`src/rtl/priority_encoder16to4_if.sv`:
```
// Handshake bundle for priority_encoder16to4.
//   Input side : data_in[15:0], in_valid (to block), in_ready (from block)
//   Output side: data_out[3:0], out_valid, last (from block), out_ready (to block)
//   Optional   : count[4:0] (from block) when PRIORITY_ENCODER_COUNT_EN is defined
// Modports: slave = the encoder block, master = the producer/consumer driving it.
interface priority_encoder16to4_if;
  logic [15:0] data_in;
  logic        in_valid;
  logic        in_ready;
  logic [3:0]  data_out;
  logic        out_valid;
  logic        out_ready;
  logic        last;
`ifdef PRIORITY_ENCODER_COUNT_EN
  logic [4:0]  count;
`endif

  modport slave (
    input  data_in,
    input  in_valid,
    output in_ready,
    output data_out,
    output out_valid,
    input  out_ready,
`ifdef PRIORITY_ENCODER_COUNT_EN
    output count,
`endif
    output last
  );

  modport master (
    output data_in,
    output in_valid,
    input  in_ready,
    input  data_out,
    input  out_valid,
    output out_ready,
`ifdef PRIORITY_ENCODER_COUNT_EN
    input  count,
`endif
    input  last
  );
endinterface

```
`src/rtl/priority_encoder16to4.sv`:
```
// Serialising 16-to-4 priority encoder. Captures a 16-bit request vector and
// emits the index of every set bit, lowest first, one per output transfer.
// Ports:
//   clk   - clock, rising edge
//   rst_n - asynchronous active-low reset
//   bus   - priority_encoder16to4_if.slave (input and output handshakes)
// Optional feature: define PRIORITY_ENCODER_COUNT_EN to add bus.count, the
// number of indices still pending (0..16).
module priority_encoder16to4 (
  input logic                   clk,
  input logic                   rst_n,
  priority_encoder16to4_if.slave bus
);

  typedef enum logic [0:0] {StIdle, StEmit} state_e;

  state_e      state_q, state_d;
  logic [15:0] pending_q, pending_d;
  logic [3:0]  data_out_q, data_out_d;
  logic        last_q, last_d;
  logic        in_xfer, out_xfer;

  function automatic logic [3:0] lowest_idx(input logic [15:0] v);
    logic [3:0] idx;
    idx = 4'd0;
    for (int i = 15; i >= 0; i--) begin
      if (v[i]) idx = 4'(i);
    end
    return idx;
  endfunction

`ifdef PRIORITY_ENCODER_COUNT_EN
  logic [4:0] count_q, count_d;

  function automatic logic [4:0] popcount(input logic [15:0] v);
    logic [4:0] n;
    n = 5'd0;
    for (int i = 0; i < 16; i++) begin
      n = n + 5'(v[i]);
    end
    return n;
  endfunction
`endif

  assign in_xfer  = (state_q == StIdle) && bus.in_valid;
  assign out_xfer = (state_q == StEmit) && bus.out_ready;

  always_comb begin
    state_d   = state_q;
    pending_d = pending_q;
`ifdef PRIORITY_ENCODER_COUNT_EN
    count_d   = count_q;
`endif
    if (in_xfer) begin
      // A zero vector is loaded too, which simply leaves pending at zero.
      pending_d = bus.data_in;
      if (bus.data_in != 16'h0000) state_d = StEmit;
`ifdef PRIORITY_ENCODER_COUNT_EN
      count_d = popcount(bus.data_in);
`endif
    end else if (out_xfer) begin
      // Clear the lowest set bit.
      pending_d = pending_q & (pending_q - 16'd1);
      if (last_q) state_d = StIdle;
`ifdef PRIORITY_ENCODER_COUNT_EN
      count_d = count_q - 5'd1;
`endif
    end
    // Outputs are registered: precompute them from the next pending value.
    data_out_d = lowest_idx(pending_d);
    last_d     = (pending_d != 16'h0000) && ((pending_d & (pending_d - 16'd1)) == 16'h0000);
  end

  always_ff @(posedge clk or negedge rst_n) begin
    if (!rst_n) begin
      state_q    <= StIdle;
      pending_q  <= 16'h0000;
      data_out_q <= 4'h0;
      last_q     <= 1'b0;
`ifdef PRIORITY_ENCODER_COUNT_EN
      count_q    <= 5'd0;
`endif
    end else begin
      state_q    <= state_d;
      pending_q  <= pending_d;
      data_out_q <= data_out_d;
      last_q     <= last_d;
`ifdef PRIORITY_ENCODER_COUNT_EN
      count_q    <= count_d;
`endif
    end
  end

  assign bus.in_ready  = (state_q == StIdle);
  assign bus.out_valid = (state_q == StEmit);
  assign bus.data_out  = data_out_q;
  assign bus.last      = last_q;
`ifdef PRIORITY_ENCODER_COUNT_EN
  assign bus.count     = count_q;
`endif

endmodule

```
`src/flat_wrapper.sv`:
```
// flat-port wrapper written by rule: the top's interface ports become plain ports
module priority_encoder16to4_flat 
  (clk, rst_n, bus_data_in, bus_in_valid, bus_in_ready, bus_data_out, bus_out_valid, bus_out_ready, bus_last);
  priority_encoder16to4_if bus_i ();
  input logic clk;
  input logic rst_n;
  input wire logic [$bits(bus_i.data_in)-1:0] bus_data_in;
  input wire logic [$bits(bus_i.in_valid)-1:0] bus_in_valid;
  output wire logic [$bits(bus_i.in_ready)-1:0] bus_in_ready;
  output wire logic [$bits(bus_i.data_out)-1:0] bus_data_out;
  output wire logic [$bits(bus_i.out_valid)-1:0] bus_out_valid;
  input wire logic [$bits(bus_i.out_ready)-1:0] bus_out_ready;
  output wire logic [$bits(bus_i.last)-1:0] bus_last;
  assign bus_i.data_in = bus_data_in;
  assign bus_i.in_valid = bus_in_valid;
  assign bus_in_ready = bus_i.in_ready;
  assign bus_data_out = bus_i.data_out;
  assign bus_out_valid = bus_i.out_valid;
  assign bus_i.out_ready = bus_out_ready;
  assign bus_last = bus_i.last;
  priority_encoder16to4 u_core (.clk(clk), .rst_n(rst_n), .bus(bus_i));
endmodule
```
`config.mk`:
```
export PLATFORM = sky130hd
export DESIGN_NAME = priority_encoder16to4_flat
export DESIGN_NICKNAME = d
export VERILOG_FILES = /design/src/rtl/priority_encoder16to4_if.sv /design/src/rtl/priority_encoder16to4.sv /design/src/flat_wrapper.sv
export SDC_FILE = /design/constraint.sdc
export NUM_CORES = 1
export LEC_CHECK = 0
export BUFFER_PORTS_ARGS = -buffer_cell sky130_fd_sc_hd__clkbuf_2
export CELL_PAD_IN_SITES_DETAIL_PLACEMENT = 1
export CELL_PAD_IN_SITES_GLOBAL_PLACEMENT = 1
export CORE_UTILIZATION = 44
export DETAILED_ROUTE_END_ITERATION = 10
export GPL_TIMING_DRIVEN = 0
export PLACE_DENSITY = 0.94
export SYNTH_ARGS = -nofsm -noshare
export SYNTH_HDL_FRONTEND = slang
export SYNTH_SLANG_ARGS = --single-unit
```
`constraint.sdc`:
```
create_clock -name clk -period 8.16 [get_ports clk]
set_input_delay 0.816 -clock clk [delete_from_list [all_inputs] [get_ports clk]]
set_output_delay 0.816 -clock clk [all_outputs]
set_load 0.02 [all_outputs]
```
# Word level (Yosys, flattened, before mapping)
# Cells that the tools add are included.
[totals]
output_inout_bits = 7
elab_cells = 41
in_bits = 20
ff_bits = 22
[op_classes]
eq_ne = 1
add_sub_neg = 2
n_mux = 22
n_bitwise = 3
reduce_logical = 9
[op_table]
columns = ["op", "count"]
rows = [
  ["$mux 4", 16],
  ["$and 16x16->16", 2],
  ["$mux 16", 2],
  ["$reduce_bool 16->1", 2],
  ["$sub 16x1->16 const B", 2],
  ["$logic_not 16->1", 1],
  ["$mux 1", 4],
  ["$reduce_bool 2->1", 2],
  ["$logic_and 1x1->1", 3],
  ["$reduce_and 3->1", 1],
  ["$ne 2x2->1 const B", 1],
  ["$not 1->1", 1],
]

# Depth between registers and ports, before layout
# Gate-level depths: netlist of run 1.
[depth]
ltp_word = 20
ltp_mapped = 11
depth_no_buf = 8

# Least setup slack after synthesis of run 1
# OpenSTA, ideal clock, no wires.
[synth_timing]
kind = "input-to-reg"
from = "in bus_in_valid"
to = "reg u_core.last_q (netlist: u_core.bus.last)"
path_slack_ns = 4.711
path_stages = 8
n_path_buf = 1
setup_ns = 0.111
t_required_ns = 8.049
arrival_time_ns = 3.338
path_cell_list = "clkbuf_1 mux2i_1 o22ai_1 or4_4 or3_4 or3b_1 maj3_2 a2111oi_2"
[synth_between]
elab_chain_len = 6
elab_cells_between_ends = 7
cone_classes = "add/sub: 1; mux: 1; bitwise: 1; reduce/logical: 4"
[synth_rtl]
columns = ["element", "line_no", "text"]
rows = [
  ["start: declaration", "flat_wrapper.sv:8", "input wire logic [$bits(bus_i.in_valid)-1:0] bus_in_valid;"],
  ["$logic_and 1x1->1 *", "priority_encoder16to4.sv:45", "assign in_xfer = (state_q == StIdle) && bus.in_valid;"],
  ["$mux 16 *", "priority_encoder16to4.sv:54", "if (in_xfer) begin"],
  ["via u_core.pending_d[2]", "priority_encoder16to4.sv:18", "logic [15:0] pending_q, pending_d;"],
  ["$sub 16x1->16", "priority_encoder16to4.sv:71", "last_d = (pending_d != 16'h0000) && ((pending_d & (pending_d - 16'd1)) == 16'h0000);"],
  ["$and 16x16->16", "priority_encoder16to4.sv:71", ""],
  ["$logic_not 16->1", "priority_encoder16to4.sv:71", ""],
  ["$logic_and 1x1->1 *", "priority_encoder16to4.sv:71", ""],
  ["via u_core.last_d", "priority_encoder16to4.sv:20", "logic last_q, last_d;"],
  ["end signal: assignment", "priority_encoder16to4.sv:87", "last_q <= last_d;"],
  ["end: declaration", "priority_encoder16to4.sv:20", ""],
]
# The timed path passes the listed nets; every way through them passes the cells marked *.
# A chain may end at the register's enable or synchronous reset.

# Worst setup path in the final report of run 1
# Ends and elaborated chain as after synthesis.

==> results of run 1 <==
[how the worst max path moves through the flow]
stage                  from               to  slack (ns)  cells past startpoint
2_1_floorplan  bus_in_valid  u_core.bus.last        4.71                      8
3_3_place_gp   bus_in_valid  u_core.bus.last        4.28                      9
3_5_place_dp   bus_in_valid  u_core.bus.last        4.12                      9
4_1_cts        bus_in_valid  u_core.bus.last        4.44                      9
5_1_grt        bus_in_valid  u_core.bus.last        4.22                      9
6_report       bus_in_valid  u_core.bus.last        4.42                      9
[routing by layer]
metal,global-route usage (%),vias to the layer above,routed length (um)
met3,4.15,9,195
met2,48.7,38,2180
met1,35.8,733,1940
li1,-,690,-
met5,0,-,0
met4,11.6,0,92
[final cells by class]
class                      count  area [um2]  share of cell area [%]
buffer                         8        33.8                    2.02
clock buffer                   3        22.5                    1.35
clock inverter                 1        30.0                    1.80
inverter                       4        15.0                   0.899
multi-input combinational    131         838                    50.2
sequential                    22         551                    33.0
tap                           44        55.1                    3.30
timing repair buffer          25         125                    7.49
[critical path, cell delays in order]
cell and delay, ns:
clkbuf_1 0.33, nor2b_1 0.27, buf_1 0.51, mux2i_1 0.28, a21oi_1 0.15, nor3_1 0.52, or3b_1 0.41, maj3_2 0.32
a2111oi_2 0.35
[through the flow]
step                      utilization [%]  power, mW  instance area (um2)  worst slack [ns]
after global placement               52.6      0.641                 1620              4.28
after floorplan                         -      0.541                 1440              4.71
after detailed placement             52.6      0.672                 1620              4.12
after CTS                            54.3      0.762                 1670              4.44
after global routing                 54.3      0.822                 1670              4.22
final                                54.3      0.767                 1670              4.42
[placed cells by master (no fill, tap or decap), types with 4 or more instances in the layout]
cell type	count
a31oi_1	7
nor2b_1	4
nor4_1	5
a21oi_1	9
dfrtp_1	22
nand2_1	18
inv_1	4
clkbuf_1	4
o22ai_1	6
clkbuf_2	25
nor2_1	12
nor3_1	11
o21ai_0	11
or4_1	4
mux2i_1	7
[logic make-up (layout without fill, tap and decap cells)]
logic type / after synthesis / after routing / share of synthesized area, %
AO/OA/AOI/OAI: 50 / 50 / 23.4
adder cells (fa/ha/maj): 3 / 3 / 2.18
buffers and inverters: 12 / 41 / 3.39
flip-flops: 22 / 22 / 38.3
multiplexers: 8 / 8 / 5.66
AND/OR/NAND/NOR: 70 / 70 / 27.1
[sequential cells by signal (all words and copies together) (netlist names)]
signal,count
u_core.bus.data_out,4
u_core.bus.last,1
u_core.bus.out_valid,1
u_core.pending_q,16
[power by group through the flow]
| stage | Combinational [mW] | Clock (mW) | Sequential [mW] |
|---|---|---|---|
| 6_report | 0.489 | 0.0885 | 0.190 |
| 5_1_grt | 0.532 | 0.0939 | 0.197 |
| 4_1_cts | 0.484 | 0.0888 | 0.190 |
| 3_5_place_dp | 0.479 | 0 | 0.192 |
| 3_3_place_gp | 0.453 | 0 | 0.188 |
| 2_1_floorplan | 0.342 | 0 | 0.199 |
==> key figures, run 1 <==
Clock network
  • Worst-skew pair later-pin latency: between 0.3 and 0.4 ns
  • CTS Root Cell: clkbuf_4
  • CTS resizes: 0
  • CTS H-tree depth: 1
  • Cts hold-fix bufs: 0
  • Worst-case clock buffer depth: 2
  • Clock Sinks: 22
  • CTS tree: yes
  • CTS clk-pin slew, worst paths: 0.14 ns
  • Total CTS buffers: 3
  • Setup bufs post-CTS: 0

Global routing
  • Largest net degree at the start of global routing: 23
  • Vias in the first global route: 1568
  • Initial antenna violation count: 0
  • First-pass GRT wire length: 7.28 mm
  • All-layer global routing usage: 28.4%
  • Total congestion overflow: 0

Timing
  • Final Critical Period: 3.74 ns
  • Setup TNS: 0 ns
  • Final setup fails: 0
  • Slew headroom: 58.7%
  • Achievable Freq: around 0.27 GHz
  • Hold Violations, Final: 0
  • RSZ-0062 raised after global routing: false
  • Final Skew: 0.00258 ns
  • Least-Margin Pin Slew: approximately 0.62 ns
  • Final Cycle Share: 45.9%
  • Max-slew violations: 0
  • Worst hold margin: 0.445 ns

Critical path
  • CP Capture Type: register
  • CP startpoint kind: primary input
  • Worst reg2reg endpoint: u_core.bus.last
  • Critical path class: primary input to register
  • Worst R2R Path Depth: 9
  • Critical Path RT: 8.38 ns
  • Critical path arrival: 3.96 ns
  • Setup slack, reg-to-reg: 4.60 ns
  • Reg-to-reg critical path startpoint: u_core.bus.out_valid
  • Crit path max fanout: 10

Worst hold path
  • Hold Crit Class: primary input to async pin

Drt
  • Routed WL: 4.41 mm
  • Via count: between 1000 and 1500
  • Number of nets with antenna violations after routing: 0
  • Post-DR vias/cell: 6.18
  • Detailed Routing Iterations Pass 1: 4
  • Starting DRT DRC Count: 94
  • Average routed wire per standard cell: 18.5 um
  • DRC: 0

Power and ir drop
  • Switching portion of total power: 48.3%
  • Part of the power in registers: about 25%
  • Worst VDD drop: 0.187 mV
  • Cell-internal power: 396 uW
  • Combinational power share: a little under two thirds
  • Clock power share: 11.5%
  • P_leak: 0.733 nW
  • Net Switching: 371 uW
  • P per Cell Area: 459 mW/mm2

Logic synthesis
  • Yosys warning count: 0
  • Cell taking the most area after synthesis: dfrtp_1
  • Synth unique cells: 42
  • Post-synth EDFFs: 0
  • Synth top cells by count: dfrtp_1, nand2_1, nor2_1
  • Cell area after synthesis: 0.00144 mm2
  • FFs w/ async S/R, synth: 100%
  • Yosys reg bits: 22
  • Post-synth top area share: 38.3%
  • Mapped Cells: 165
  • Synth area leaders: dfrtp_1, mux2i_1, nand2_1
  • Post-synthesis sequential area ratio: 38.3%
  • Count leader, synth: dfrtp_1
  • Mean Syn Cell Area: between 8 and 9 um2
  • Net Count, Synth: 185
  • Main flop type after synthesis: dfrtp_1

Final layout
  • Layout cells sized above 1: between 20% and 30%
  • Fill count: approximately 390
  • Layout Cells excl Fill: 238
  • Area growth syn-to-layout: 16.2%
  • Number of nets in the layout: 215
  • Diodes inserted: 0

Placed design
  • IO buf count: 25
  • Cells after DPL: 234
  • Hpwl dp: 3.46 mm
  • Placer Congestion: 0.942

Run status
  • Status: finished clean

Die
  • Die area: ~0.0035 mm2
  • Core ar.: 0.00308 mm2
  • Die width: 59.2 um
  • IO Pins: 27
  • Initial core utilization: a little under half
  • Die H: 59.2 um
  • Row cnt: 20

Job
  • Number of max-cap violations: 0
No activity file was read; power rests on OpenSTA's default activity.
==> run 2: changes to the inputs <==
- CORE_UTILIZATION: 44 -> 41
- PLACE_DENSITY: 0.94 -> 0.89
- clock period: 8.16 -> 3.76 ns (I/O delays scaled with it)
==> run 2 against run 1 <==
  * Final area fell by 1.6%
  * Core utilization down 5.0 points
  * Sequential cell count unchanged
  * First-iteration DRC count grew 13%
  * Global-route usage fell by 1.1 points
  * Register-to-register slack worse by 4.4 ns
  * Die area grew 7.1%
  * Power increased by 110%
  * Worst hold slack worse by 0.40 ns
  * Critical path type is now register to register
  * Critical endpoint unchanged
==> key figures, run 2 (synthesis gave the netlist of run 1 again) <==
Critical path
  • Largest stage delay, worst path: 0.60 ns (+0.08 ns)
  • Setup slack, reg-to-reg: 0.19 ns (-4.41 ns)
  • Buffer and inverter count on the worst path: 1 (-1)
  • Critical Path RT: 3.95 ns (-4.43 ns)
  • CP startpoint kind: register
  • Crit path max fanout: 10 (unchanged)
  • Worst path slowest cell: or4b_4
  • CP top delay family: simple AND/OR/NAND/NOR gates
  • Critical path arrival: 3.75 ns (-0.21 ns)
  • CP Capture Type: register
  • Critical path class: register to register
  • CP Cell Sequence: or4b_4, buf_2, o31ai_1, a31oi_1, nor3_1, or3b_1, maj3_2, a2111oi_2

Power and ir drop
  • P per Cell Area: 967 mW/mm2 (+110%)
  • Switching portion of total power: 50.3% (+2.0 points)
  • Worst VDD drop: 0.370 mV (+97%)
  • Clock power share: 6.8% (-4.7 points)
  • Part of the power in registers: 26.0% (+1.3 points)
  • Cell-internal power: 790 uW (+99%)
  • Net Switching: 799 uW (+120%)
  • P_leak: 0.718 nW (-1.9%)
  • Combinational power share: 67.3% (+3.6 points)

Timing
  • Achievable Freq: between 0.2 and 0.3 GHz
  • Setup TNS: 0 ns (unchanged)
  • RSZ-0062 raised after global routing: false
  • Max-slew violations: 0 (unchanged)
  • Final Skew: 0.00227 ns (-0.000306 ns)
  • Hold Violations, Final: 0 (unchanged)
  • Slew headroom: 58.1% (-0.58 points)
  • Final Critical Period: ~3.6 ns
  • Least-Margin Pin Slew: 0.628 ns (+0.00872 ns)
  • Final Cycle Share: a little over nine tenths
  • Worst hold margin: 0.0440 ns (-0.401 ns)
  • Final setup fails: 0 (unchanged)

Final layout
  • Most frequent cells in the layout: clkbuf_2, dfrtp_1, nand2_1
  • Biggest register: u_core.pending_q
  • Area growth syn-to-layout: 14.3%
  • Sequential Area: 551 um2 (unchanged)
  • Area occupied by multi-input gates: 838 um2 (unchanged)
  • Max FFs per register: 16 (unchanged)
  • Diodes inserted: 0 (unchanged)
  • Layout cells sized above 1: 23.3% (-0.40 points)
  • Most common cell after layout, fill and taps aside: clkbuf_2
  • Number of nets in the layout: 215 (unchanged)
  • Fill count: 436 (+13%)

Clock network
  • Cts hold-fix bufs: 0 (unchanged)
  • CTS resizes: 0 (unchanged)
  • CTS tree: yes
  • CTS Root Cell: clkbuf_4
  • Worst-skew pair later-pin latency: 0.30 ns (-0.03 ns)
  • CTS H-tree depth: 1 (unchanged)
  • Setup bufs post-CTS: 0 (unchanged)
  • Total CTS buffers: 3 (unchanged)
  • CTS clk-pin slew, worst paths: 0.12 ns (-0.02 ns)
  • Clock Sinks: 22 (unchanged)
  • Worst-case clock buffer depth: 2 (unchanged)

Drt
  • DRC: 0 (unchanged)
  • Number of nets with antenna violations after routing: 0 (unchanged)
  • Detailed Routing Iterations Pass 1: 4 (unchanged)
  • Average routed wire per standard cell: 19.4 um (+4.6%)
  • Starting DRT DRC Count: 106 (+13%)
  • Routed WL: 4.63 mm (+5.0%)
  • Post-DR vias/cell: 6.26 (+1.4%)
  • Via count: 1497 (+1.8%)

Global routing
  • First-pass GRT wire length: 7.30 mm (+0.29%)
  • Vias in the first global route: 1505 (-4.0%)
  • Total congestion overflow: 0 (unchanged)
  • Largest net degree at the start of global routing: 23 (unchanged)
  • All-layer global routing usage: 27.3% (-1.1 points)
  • Initial antenna violation count: 0 (unchanged)

Die
  • Core ar.: 0.00334 mm2 (+8.4%)
  • Die width: 61.2 um (+3.5%)
  • Die area: 0.00375 mm2 (+7.1%)
  • IO Pins: 27 (unchanged)
  • Die H: 61.2 um (+3.5%)
  • Row cnt: 21 (+5.0%)
  • Initial core utilization: 43.1% (-3.6 points)

Placed design
  • Placer Congestion: 0.896 (-4.8%)
  • IO buf count: 25 (unchanged)
  • Hpwl dp: 3.73 mm (+7.7%)

Job
  • Number of max-cap violations: 0 (unchanged)

Run status
  • Status: finished clean

Worst hold path
  • Hold Crit Class: primary input to async pin
-- run 2: cell type report --
type / instances / share of cell area [%]
repair buffers: 25 / 7.62
flip-flops and latches: 22 / 33.5
multi-input cells: 131 / 51.0
plain buffers: 8 / 2.06
clock buffers: 3 / 1.37
well taps: 46 / 3.50
inverters: 4 / 0.914
-- run 2: layer usage --
metal | share of wire [%] | wire (um) | vias to the layer above | track usage (%)
li1 | - | - | 684 | -
met1 | 40 | 1850 | 746 | 33.6
met2 | 53 | 2440 | 57 | 48.9
met3 | 5.2 | 239 | 10 | 3.78
met4 | 2.2 | 103 | 0 | 9.09
met5 | 0 | 0 | - | 0
-- run 2: stage by stage --
step                util (%)  std cells  power [mW]  setup slack [ns]  instance area, um2
global route            49.2        239        1.71            0.0293                1640
floorplan                  -        165        1.17             0.729                1440
finish                  49.2        239        1.59             0.194                1640
detailed placement      48.6        236        1.47             0.176                1620
CTS                     49.2        239        1.58             0.219                1640
global placement        48.6        236        1.40             0.329                1620
-- run 2: worst register-to-register path: cells and delay by family, from the launching register on --
kind                     cells  cell delay, ns
adder cells (fa/ha/maj)      1            0.32
AO/OA/AOI/OAI                3            1.03
buffers and inverters        1            0.21
AND/OR/NAND/NOR              3            1.46
flip-flops                   1            0.43
-- run 2: power by group through the flow --
stage	Clock, mW	Sequential [mW]	Combinational [mW]
finish	0.108	0.412	1.07
global route	0.121	0.426	1.16
CTS	0.112	0.409	1.06
detailed placement	0	0.415	1.05
global placement	0	0.408	0.989
floorplan	0	0.431	0.743
-- run 2: path summary, 6_finish.rpt --
path                                           from                    to  depth (start not counted)
worst max-delay path            u_core.pending_q[0]       u_core.bus.last                          8
worst min-delay path                          rst_n   u_core.pending_q[2]                          1
worst max register to register  u_core.pending_q[0]       u_core.bus.last                          8
worst min register to register      u_core.bus.last  u_core.bus.out_valid                          1
max in group asynchronous                     rst_n  u_core.pending_q[15]                          1
min in group clk                      bus_out_ready  u_core.bus.out_valid                          2
==> run 3: changes to the inputs <==
- PLACE_DENSITY: 0.89 -> 0.87
==> run 3 against run 2 <==
  * Sequential cell count is the same
  * First-iteration DRC count is 6.6% lower
  * Final area up 0.84%
  * Global-route usage down 0.41 points
  * Fmax barely moved
  * Register-to-register slack about the same
  * Largest cell class unchanged
  * Largest power group unchanged
  * Highest routed layer unchanged
==> key figures, run 3 (synthesis gave the netlist of run 1 again) <==
Run status
  • Status: finished clean

Drt
  • Detailed Routing Iterations Pass 1: 4 (unchanged)
  • Starting DRT DRC Count: 99 (-6.6%)
  • Average routed wire per standard cell: 18.8 um (-2.9%)
  • Number of nets with antenna violations after routing: 0 (unchanged)
  • Routed WL: 4.51 mm (-2.5%)
  • Post-DR vias/cell: 6.02 (-3.9%)
  • DRC: 0 (unchanged)
  • Via count: 1445 (-3.5%)

Timing
  • Final Critical Period: 3.57 ns (+0.00117 ns)
  • Achievable Freq: 0.280 GHz (about the same)
  • Final Cycle Share: 94.9% (about the same)
  • RSZ-0062 raised after global routing: false
  • Setup TNS: 0 ns (unchanged)
  • Final worst slack: 0.193 ns (-0.00117 ns)
  • Max-slew violations: 0 (unchanged)
  • Final Skew: 0.000835 ns (-0.00144 ns)
  • Least-Margin Pin Slew: 0.600 ns (-0.0282 ns)
  • Hold Violations, Final: 0 (unchanged)
  • Final setup fails: 0 (unchanged)
  • Slew headroom: 60.0% (+1.9 points)

Critical path
  • Worst R2R Path Depth: 8 (unchanged)
  • Setup slack, reg-to-reg: 0.19 ns (about the same)
  • Crit path max fanout: 10 (unchanged)
  • CP endpoint: u_core.bus.last
  • CP Capture Type: register
  • CP startpoint kind: register
  • Critical Path RT: 3.95 ns (about the same)
  • Worst reg2reg endpoint: u_core.bus.last
  • Worst setup startpoint: u_core.pending_q[0]
  • Critical path arrival: 3.76 ns (about the same)
  • Critical path class: register to register
  • CP Cell Sequence: or4b_4, buf_2, o31ai_1, a31oi_1, nor3_1, or3b_1, maj3_2, a2111oi_2
  • Largest stage delay, worst path: 0.60 ns (about the same)
  • Worst path slowest cell: or4b_4
  • Reg-to-reg critical path startpoint: u_core.pending_q[0]

Clock network
  • CTS Root Cell: clkbuf_4
  • CTS tree: yes
  • Cts hold-fix bufs: 0 (unchanged)
  • CTS clk-pin slew, worst paths: 0.13 ns (about the same)
  • Setup bufs post-CTS: 0 (unchanged)
  • Total CTS buffers: 3 (unchanged)
  • Clock Sinks: 22 (unchanged)
  • CTS H-tree depth: 1 (unchanged)
  • Worst-skew pair later-pin latency: 0.31 ns (about the same)
  • CTS resizes: 0 (unchanged)
  • Worst-case clock buffer depth: 2 (unchanged)

Placed design
  • IO buf count: 25 (unchanged)
  • Hpwl dp: 3.47 mm (-6.8%)
  • Placer Congestion: 0.878 (-2.0%)
  • Placed cell area: 0.00162 mm2 (unchanged)
  • Cells after DPL: 236 (unchanged)
  • Pre-CTS WS: 0.176 ns (-0.000448 ns)

Power and ir drop
  • P per Cell Area: 973 mW/mm2 (+0.66%)
  • P_leak: 0.726 nW (+1.0%)
  • Worst VDD drop: 0.373 mV (+0.66%)

Final layout
  • Number of nets in the layout: 215 (unchanged)
  • Max FFs per register: 16 (unchanged)
  • Util after Layout: 49.6% (+0.41 points)
  • Design area: 0.00166 mm2 (+0.84%)
  • Layout cells sized above 1: 23.7% (+0.40 points)
  • Layout Cells excl Fill: 240 (+0.42%)
  • Area growth syn-to-layout: 15.2%
  • Most frequent cells in the layout: clkbuf_2, dfrtp_1, nand2_1
  • Biggest register: u_core.pending_q
  • Most common cell after layout, fill and taps aside: clkbuf_2
  • Diodes inserted: 0 (unchanged)

Die
  • Row cnt: 21 (unchanged)
  • IO Pins: 27 (unchanged)
  • Core ar.: 0.00334 mm2 (unchanged)
  • Initial core utilization: 43.1% (unchanged)
  • Die width: 61.2 um (unchanged)
  • Die H: 61.2 um (unchanged)
  • Die area: 0.00375 mm2 (unchanged)

Job
  • Number of max-cap violations: 0 (unchanged)

Global routing
  • Vias in the first global route: 1489 (-1.1%)
  • Total congestion overflow: 0 (unchanged)
  • All-layer global routing usage: 26.9% (-0.41 points)
  • Largest net degree at the start of global routing: 23 (unchanged)
  • First-pass GRT wire length: 7.16 mm (-1.9%)
  • Initial antenna violation count: 0 (unchanged)

Worst hold path
  • Hold Crit Class: primary input to async pin
## run 3: power breakdown
part | total [mW] | leakage (nW) | switching (mW) | internal (mW)
Combinational | 1.07 | 0.421 | 0.651 | 0.414
Sequential | 0.411 | 0.284 | 0.0730 | 0.338
Clock | 0.136 | 0.0210 | 0.0769 | 0.0592
## run 3: layout make-up
type | count | area [um2]
clock buffers | 4 | 36.3
inverters | 4 | 15.0
fillers | 430 | 1680
plain buffers | 8 | 33.8
repair buffers | 25 | 125
well taps | 46 | 57.6
multi-input cells | 131 | 838
flip-flops and latches | 22 | 551
## run 3: metal layers
layer	vias to the layer above	track usage [%]	share of wire [%]
met5	-	0	0
met4	0	12.0	2.5
met3	10	2.94	3.5
met2	44	44.9	51
met1	707	35.2	43
li1	684	-	-
## run 3: per-stage QoR
step | hold slack [ns] | power (mW)
after floorplan | 0.0804 | 1.17
after global placement | 0.389 | 1.40
after detailed placement | 0.402 | 1.46
after CTS | 0.0410 | 1.60
after global routing | 0.0626 | 1.74
final | 0.0319 | 1.61
## run 3: how the worst min path moves through the flow
stage / to / depth (start not counted)
2_1_floorplan: u_core.bus.data_out[0] / 0
3_5_place_dp: u_core.pending_q[0] / 1
6_report: u_core.pending_q[0] / 1
4_1_cts: u_core.pending_q[0] / 1
5_1_grt: u_core.pending_q[0] / 1
3_3_place_gp: u_core.pending_q[0] / 1
## run 3: worst max-delay path: cells and delay by family (launching register included)
kind	cells	cell delay, ns
fa+ha+maj	1	0.32
simple gates	3	1.48
flops	1	0.44
compound gates	3	0.99
buf+inv	1	0.21
